`src/rtl/midi_note_decoder.sv`:
```
// MIDI serial receiver and Note On/Off decoder driving a monophonic voice interface.
// Build option: define MIDI_CHANNEL_FILTER_EN to accept note messages only on CHANNEL.
module midi_note_decoder #(
   parameter int CLKS_PER_BIT = 3200,
   parameter int CHANNEL      = 0
) (
   input  logic       clk,
   input  logic       rst,
   input  logic       midi_rx,
   output logic [7:0] midi_data,
   output logic       midi_valid,
   output logic [7:0] amplitude,
   output logic       framing_err
);

   localparam int CNT_W = (CLKS_PER_BIT > 2) ? $clog2(CLKS_PER_BIT) : 1;
   localparam logic [CNT_W-1:0] FULL_M1 = CNT_W'(CLKS_PER_BIT - 1);
   localparam logic [CNT_W-1:0] HALF_M1 = CNT_W'(CLKS_PER_BIT / 2 - 1);

`ifdef MIDI_CHANNEL_FILTER_EN
   localparam bit CH_FILTER = 1'b1;
`else
   localparam bit CH_FILTER = 1'b0;
`endif

   typedef enum logic [1:0] {U_IDLE, U_START, U_DATA, U_STOP} uart_state_t;
   typedef enum logic [1:0] {P_IDLE, P_IGNORE, P_WAIT_D1, P_WAIT_D2} parse_state_t;

   function automatic logic [7:0] scale_vel(input logic [6:0] vel);
      return {vel, vel[6]};
   endfunction

   logic             rx_s1, rx_s2;
   uart_state_t      ustate;
   logic             armed;
   logic [CNT_W-1:0] cnt;
   logic [2:0]       bit_cnt;
   logic [7:0]       rx_byte;
   logic             byte_vld_p0;

   parse_state_t     pstate;
   logic             note_on_st;
   logic [6:0]       note_d1;
   logic             exec_vld_p1;
   logic             exec_on_p1;
   logic [6:0]       exec_note_p1;
   logic [6:0]       exec_vel_p1;

   logic             is_rt;
   logic             ch_ok;
   logic             is_note_st;

   always_ff @(posedge clk) begin
      rx_s1 <= midi_rx;
      rx_s2 <= rx_s1;
   end

   // Stage p0: bit timing, start validation, stop check and byte strobe
   always_ff @(posedge clk) begin
      if (rst) begin
         ustate      <= U_IDLE;
         armed       <= 1'b0;
         cnt         <= '0;
         bit_cnt     <= '0;
         byte_vld_p0 <= 1'b0;
         framing_err <= 1'b0;
      end else begin
         byte_vld_p0 <= 1'b0;
         framing_err <= 1'b0;
         case (ustate)
            U_IDLE: begin
               cnt <= '0;
               if (!armed) begin
                  armed <= rx_s2;
               end else if (!rx_s2) begin
                  ustate <= U_START;
               end
            end
            U_START: begin
               if (cnt == HALF_M1) begin
                  cnt <= '0;
                  if (rx_s2) begin
                     ustate <= U_IDLE;
                  end else begin
                     ustate  <= U_DATA;
                     bit_cnt <= '0;
                  end
               end else begin
                  cnt <= cnt + CNT_W'(1);
               end
            end
            U_DATA: begin
               if (cnt == FULL_M1) begin
                  cnt     <= '0;
                  bit_cnt <= bit_cnt + 3'd1;
                  if (bit_cnt == 3'd7) ustate <= U_STOP;
               end else begin
                  cnt <= cnt + CNT_W'(1);
               end
            end
            U_STOP: begin
               if (cnt == FULL_M1) begin
                  cnt    <= '0;
                  ustate <= U_IDLE;
                  // A low stop bit leaves the line low, so re-arm only once it returns high
                  if (rx_s2) begin
                     byte_vld_p0 <= 1'b1;
                     armed       <= 1'b1;
                  end else begin
                     framing_err <= 1'b1;
                     armed       <= 1'b0;
                  end
               end else begin
                  cnt <= cnt + CNT_W'(1);
               end
            end
            default: ustate <= U_IDLE;
         endcase
      end
   end

   always_ff @(posedge clk) begin
      if (ustate == U_DATA && cnt == FULL_M1) rx_byte <= {rx_s2, rx_byte[7:1]};
   end

   assign is_rt      = &rx_byte[7:3];
   assign ch_ok      = !CH_FILTER || (rx_byte[3:0] == 4'(CHANNEL));
   assign is_note_st = (rx_byte[7:5] == 3'b100) && ch_ok;

   // Stage p1: running-status message parser
   always_ff @(posedge clk) begin
      if (rst) begin
         pstate      <= P_IDLE;
         exec_vld_p1 <= 1'b0;
      end else begin
         exec_vld_p1 <= 1'b0;
         if (byte_vld_p0 && !is_rt) begin
            if (rx_byte[7]) begin
               pstate <= is_note_st ? P_WAIT_D1 : P_IGNORE;
            end else begin
               case (pstate)
                  P_WAIT_D1: pstate <= P_WAIT_D2;
                  P_WAIT_D2: begin
                     exec_vld_p1 <= 1'b1;
                     pstate      <= P_WAIT_D1;
                  end
                  default: pstate <= pstate;
               endcase
            end
         end
      end
   end

   always_ff @(posedge clk) begin
      if (byte_vld_p0 && !is_rt) begin
         if (rx_byte[7]) begin
            if (is_note_st) note_on_st <= rx_byte[4];
         end else if (pstate == P_WAIT_D1) begin
            note_d1 <= rx_byte[6:0];
         end else if (pstate == P_WAIT_D2) begin
            exec_note_p1 <= note_d1;
            exec_vel_p1  <= rx_byte[6:0];
            exec_on_p1   <= note_on_st && (rx_byte[6:0] != 7'd0);
         end
      end
   end

   // Stage p2: note execution into the voice interface registers
   always_ff @(posedge clk) begin
      if (rst) begin
         midi_data  <= '0;
         midi_valid <= 1'b0;
         amplitude  <= '0;
      end else if (exec_vld_p1) begin
         if (exec_on_p1) begin
            midi_data  <= {1'b0, exec_note_p1};
            amplitude  <= scale_vel(exec_vel_p1);
            midi_valid <= 1'b1;
         end else if (midi_valid && midi_data[6:0] == exec_note_p1) begin
            midi_valid <= 1'b0;
         end
      end
   end

endmodule

```
`config.mk`:
```
export PLATFORM = sky130hd
export DESIGN_NAME = midi_note_decoder
export DESIGN_NICKNAME = d
export VERILOG_FILES = /design/src/rtl/midi_note_decoder.sv
export SDC_FILE = /design/constraint.sdc
export NUM_CORES = 1
export LEC_CHECK = 0
export ABC_AREA = 1
export CORE_MARGIN = 2
export CORE_UTILIZATION = 32
export DETAILED_ROUTE_END_ITERATION = 7
export DONT_BUFFER_PORTS = 1
export GPL_TIMING_DRIVEN = 0
export SYNTH_ARGS = -nofsm -noshare
export SYNTH_HDL_FRONTEND = slang
export SYNTH_SLANG_ARGS = --single-unit
```
`constraint.sdc`:
```
create_clock -name clk -period 2 [get_ports clk]
set_clock_uncertainty 0.15 [all_clocks]
set_input_delay 0.4 -clock clk [delete_from_list [all_inputs] [get_ports clk]]
set_output_delay 0.4 -clock clk [all_outputs]
set_load 0.005 [all_outputs]
```
### After elaboration in Yosys (flattened, before gate mapping)

Cells that the tools add are included.

| cells by class | value |
|---|---|
| add/subtract/negate cells | 2 |
| multipliers | 0 |
| divide/modulo/power cells | 0 |
| $lt $le $gt $ge | 0 |
| equality and inequality tests | 17 |
| shift-type cells | 0 |
| mux-type cells | 26 |
| bitwise operators | 5 |
| reductions and logical operators | 24 |

Operator list:

| kind | number |
|---|---|
| 12-bit case mux with 3 select lines | 1 |
| 12-bit two-way mux | 2 |
| 2-bit two-way mux | 9 |
| 2-bit != test, second input constant | 7 |
| 12-bit by 1-bit adder with 12-bit output, second input constant | 1 |
| 12-bit by 11-bit == test with 1-bit output, second input constant | 1 |
| 12-bit == test, second input constant | 1 |
| 3-bit two-way mux | 3 |
| 2-bit == test, second input constant | 4 |
| 2-bit case mux with 4 select lines | 1 |
| 2-bit AND reduction | 4 |
| 4-bit AND reduction | 2 |
| 7-bit == test | 1 |
| 1-bit two-way mux | 7 |
| 7-bit nonzero test | 1 |
| 3-bit == test, second input constant | 2 |
| 3-bit case mux with 2 select lines | 1 |
| 3-bit AND reduction | 2 |
| 6-bit AND reduction | 1 |
| 2-bit nonzero test | 3 |
| 3-bit OR reduction | 2 |
| 1-bit NOT | 5 |
| 5-bit AND reduction | 1 |
| 1-bit logical AND | 4 |
| other kinds (8) | 8 |

| storage, ports and cells | value |
|---|---|
| register bits after elaboration | 72 |
| bits in latches | 0 |
| RAM bits | 0 |
| memory bits (read-only) | 0 |
| input bits | 3 |
| output and inout bits | 18 |
| memories kept | 0 |

### Depth between registers and ports, before layout

Gate-level depths: netlist of the first run.

| depth | value |
|---|---|
| word-level depth | 5 |
| depth in mapped cells | 10 |
| gate-level depth less buffers | 10 |

### Worst setup path before layout of the first run

Ideal clock, no wire load.

| path | value |
|---|---|
| path type | register to register |
| start point | register rx_byte[4] |
| end point | register exec_note_p1[0] (enable) |
| setup time | 0.386 ns |
| arrival | 1.510 ns |
| required time | 1.464 ns |
| path slack | -0.046 ns |
| stages on the path, launching flop included | 6 |
| path buffers | 0 |
| cells stage by stage | edfxtp_1 -> nand3_1 -> o21ai_0 -> nor2_1 -> nand2_1 -> nor2_1 |

| on the way | value |
|---|---|
| longest elaborated chain between the ends | 4 |

Ends and longest elaborated chain:

| item | line | RTL |
|---|---|---|
| start: declaration | 38 | `logic [7:0] rx_byte;` |
| start signal: assignment | 123 | `if (ustate == U_DATA && cnt == FULL_M1) rx_byte <= {rx_s2, rx_byte[7:1]};` |
| 5-bit AND reduction | 126 | `assign is_rt = &rx_byte[7:3];` |
| 1-bit logical NOT | 155 | `if (byte_vld_p0 && !is_rt) begin` |
| 1-bit logical AND | 155 |  |
| 4-bit AND reduction (no source line) | -- |  |
| end signal: assignment | 161 | `exec_note_p1 <= note_d1;` |
| end: declaration | 46 | `logic [6:0] exec_note_p1;` |

Every way passes these cells.
A chain may end at the register's enable or synchronous reset.

### Worst setup path in the final report of the first run

| path | value |
|---|---|
| start point | register rx_byte[4] |
| end point | register exec_vel_p1[6] (enable) |

| on the way | value |
|---|---|
| longest elaborated chain between the ends | 4 |

Ends and longest elaborated chain:

| item | line | RTL |
|---|---|---|
| 5-bit AND reduction | 126 |  |
| 1-bit logical NOT | 155 |  |
| 1-bit logical AND | 155 |  |
| 4-bit AND reduction (no source line) | -- |  |
| end signal: assignment | 162 | `exec_vel_p1 <= rx_byte[6:0];` |
| end: declaration | 47 | `logic [6:0] exec_vel_p1;` |

Every way passes these cells.

==> impl_summary.txt, run 1 <==
----------------------------------------------------
[Synthesis]
  Post-Synth Adder-Cell Area ... 0.0135
  Total number of yosys warnings ... 0
  Syn Nets ... around 290
  Combinational family with the most area after synthesis ... simple AND/OR/NAND/NOR gates
  Most area-consuming cells after synthesis ... sky130_fd_sc_hd__edfxtp_1 34%, sky130_fd_sc_hd__dfxtp_1 29%, sky130_fd_sc_hd__nor2_1 6.4%
  Most area-hungry cell type in the Yosys netlist ... sky130_fd_sc_hd__edfxtp_1
  Share of the synthesized area in the top cell type ... 0.335
  Unique cell type count in the Yosys netlist ... 35
  Number of instances in the synthesized netlist ... 280
  Multiplexer fraction of the synthesized cell area ... 0
  Post-synthesis simple-gate area fraction ... 0.201
  Sequential area share after synthesis ... 0.623
  Cell area after synthesis ... around 2800 um^2
  XOR/XNOR Fraction of Synth Area ... 0.0126
  Mean Syn Cell Area ... 9.92 um^2
  Compound-gate portion of the synthesized area ... 0.0919
  Flop and latch count out of synthesis ... a little over 70

[Global routing]
  Total GRT Usage ... 0.107
  Global-route wire length before repair ... about 8000 um
  Overall overflow remaining after global route ... 0
  Number of global-route vias before repair ... between 1.5k and 2k
  Antenna violations before repair ... 0
  Pin count of the biggest net entering global routing ... 16

[STA]
  Min Clock Period, post-route ... between 1.5 and 2 ns
  Final Slew Violations ... 0
  Min Hold Slack ... between 0.15 and 0.2 ns
  Number of hold violations in the final report ... 0
  RSZ-0062 raised after global routing ... no
  Max Freq ... 0.554 GHz
  Share of the clock period used by the worst path ... 0.903
  Setup ws final ... about 0.19 ns
  Total of endpoints with negative setup slack in the final report ... 0

[Critical path]
  Biggest fanout along the worst timing path ... 15
  Worst EP arrival ... 1.72 ns
  Path depth of the worst reg2reg path ... 6
  Register-to-register setup slack ... around 0.19 ns
  Element type at the critical path end ... register
  Worst Setup Start Kind ... register
  Worst setup path class ... reg2reg
  Origin of the worst setup path ... rx_byte[4]$_DFFE_PP_
  Worst setup path endpoint ... exec_vel_p1[6]$_DFFE_PP_
  Crit Reg-Reg Endpoint ... exec_vel_p1[6]$_DFFE_PP_
  Worst r2r src ... rx_byte[4]$_DFFE_PP_
  Required time at the endpoint of the critical path ... approximately 1.9 ns

[Placed design]
  I/O Buffers ... 0
  HPWL reported at the end of detailed placement ... approximately 3200 um
  Worst slack, placed ... -0.166 ns
  Last weighted congestion value of the routability-driven placer ... between 0.7 and 0.8

[Detailed routing]
  Post-route antenna net violation count ... 0
  Routed vias ... ~1.8k
  TritonRoute pass-1 iters ... 4
  Detailed-route DRC error count ... 0
  Routed length per placed instance ... between 10 and 15 um
  Detailed router's first-iteration violation count ... around 110
  Drt via density ... about 4.5
  WL final ... around 4600 um

[Cells and area]
  Filler cell count in the final layout ... slightly above 800
  Antenna diodes ... 0
  Final #Nets ... between 200 and 300
  Area Overhead vs Synth ... 13.4%
  Fraction of final layout cells with drive strength greater than 1 ... 0.178

[Clock network]
  Max Buffers Root-to-Sink ... 2
  Clock latency of the later-clocked register in the worst-skew pair ... between 0.3 and 0.4 ns
  Clock transition time at the flip-flop clock pins of the worst setup and hold paths ... about 0.08 ns
  CTS Root Cell ... sky130_fd_sc_hd__clkbuf_8
  CTS tree ... built
  H-tree depth ... 3
  Cts bufs inserted ... 9
  Sink count of the clock tree ... just over 70

[Floorplan]
  Overall die area ... roughly 9400 um^2
  Overall die width ... 97.2 um
  Num ports ... 21
  Placeable core region ... roughly 8300 um^2
  Starting density of the core ... 0.335
  Die height ... approximately 100 um
  Row count ... 33

[Pwr]
  Static Leak ... about 1.1 nW
  Final Power ... about 2.9 mW
  Cell Pwr Density ... roughly 910 nW/um^2
  Peak ir drop on the vdd network ... roughly 0.00032 V

[Status]
  Run status ... finished, final reports clean

[Worst hold path]
  Type of the worst min-delay path ... reg2reg

[Run]
  Number of violations of the max-capacitance limit ... 0

----------------------------------------------------
per-layer routing:
| metal | global-route usage | share of wire | vias to the layer above |
|---|---|---|---|
| li1 | - | - | 951 |
| met1 | 0.130 | 0.49 | 843 |
| met2 | 0.160 | 0.44 | 32 |
| met3 | 0.0496 | 0.046 | 7 |
| met4 | 0.0553 | 0.019 | 0 |
| met5 | 0 | 0 | - |
how the worst min path moves through the flow:
stage | startpoint | end | slack, ns | depth (start not counted)
2_1_floorplan | rx_s1$_DFF_P_ | rx_s2$_DFF_P_ | 0.16 | 0
3_3_place_gp | rx_s1$_DFF_P_ | rx_s2$_DFF_P_ | 0.16 | 0
3_5_place_dp | rx_s1$_DFF_P_ | rx_s2$_DFF_P_ | 0.17 | 0
4_1_cts | rx_s1$_DFF_P_ | rx_s2$_DFF_P_ | 0.18 | 0
5_1_grt | rx_s1$_DFF_P_ | rx_s2$_DFF_P_ | 0.20 | 0
6_report | rx_s1$_DFF_P_ | rx_s2$_DFF_P_ | 0.19 | 0
synth_stat cells, drive strengths merged:
cell / instances
conb: 1
buf: 5
nand3: 14
inv: 29
clkbuf: 2
a21oi: 19
clkinv: 1
nand2: 42
nor2: 49
nor3b: 2
o21ai: 21
xor2: 2
xnor2: 2
or2: 2
dfxtp: 40
ha: 3
o211ai: 2
a31oi: 1
o2111ai: 1
o21a: 1
o22ai: 1
edfxtp: 31
nor3: 9
repair_timing:
action / in CTS / in global routing
pin swaps: 0 / 1
hold endpoints to repair: 1 / 0
hold buffers: 1 / 0
gates resized for setup: 3 / 3
setup buffers: 0 / 1
cloned: 0 / 0
endpoints found under the setup margin: 31 / 23
per-stage QoR:
| stage | cells | area, um^2 | utilization | setup TNS (ns) |
|---|---|---|---|---|
| final | 403 | 3150 | 0.379 | 0 |
| after global routing | 403 | 3150 | 0.379 | 0 |
| after CTS | 402 | 3120 | 0.376 | 0 |
| after detailed placement | 385 | 2910 | 0.351 | -3.31 |
| after global placement | 385 | 2910 | 0.351 | -2.12 |
| after floorplan | 280 | 2780 | - | 0 |
cells in the final DEF, fill, tap and decap left out, types with 8 or more instances in the layout:
cell,instances
sky130_fd_sc_hd__nand2_1,34
sky130_fd_sc_hd__nor2_1,44
sky130_fd_sc_hd__edfxtp_1,31
sky130_fd_sc_hd__nand2_2,8
sky130_fd_sc_hd__inv_1,24
sky130_fd_sc_hd__clkbuf_8,9
sky130_fd_sc_hd__o21ai_0,20
sky130_fd_sc_hd__nand3_1,12
sky130_fd_sc_hd__dfxtp_1,40
sky130_fd_sc_hd__a21oi_1,17
cell families (layout without fill, tap and decap cells):
| kind of cell | after synthesis | in the layout |
|---|---|---|
| buf+inv | 37 | 55 |
| simple gates | 118 | 118 |
| compound gates | 46 | 46 |
| xor+xnor | 4 | 4 |
| flops | 71 | 71 |
| fa+ha+maj | 3 | 3 |
| other cells | 1 | 1 |
registers in the layout, indices dropped and copies added (netlist names), 2 cells and up, named ones only:
signal	cells
amplitude	7
bit_cnt	3
cnt	12
exec_note_p1	7
exec_vel_p1	7
midi_data	7
note_d1	7
pstate	2
rx_byte	8
worst max-delay path, stage by stage (launching register included):
cell                       delay [ns]
sky130_fd_sc_hd__edfxtp_1        0.50
sky130_fd_sc_hd__nand3_1         0.12
sky130_fd_sc_hd__o21ai_0         0.12
sky130_fd_sc_hd__nor2_1          0.18
sky130_fd_sc_hd__nand2_2         0.14
sky130_fd_sc_hd__nor2_4          0.15
sky130_fd_sc_hd__buf_12          0.15
layout make-up:
cell class              instances  area, um^2  area share
multi-input cells             172         915       0.290
inverters                      30         114      0.0362
plain buffers                   7        42.5      0.0135
repair buffers                  2        30.0     0.00954
clock buffers                   9         124      0.0393
well taps                     105         131      0.0417
flip-flops and latches         71        1730       0.550
clock inverters                 7        61.3      0.0195
report_power, final:
group | total, mW | switching [mW] | internal (mW)
registers | 1.55 | 0.0239 | 1.52
logic | 0.227 | 0.146 | 0.0815
clock network | 1.08 | 0.606 | 0.476
Power figures use the tool's default switching activity.
==> run 2: changes to the inputs <==
SLEW_MARGIN = 20   (was not set)
==> results of run 2 <==
Final layout, timing and power as in run 1 (identical DEF).
==> run 3: changes to the inputs <==
CTS_CLUSTER_SIZE = 25   (was not set)
==> results of run 3 <==
Final layout, timing and power as in run 1 (identical DEF).
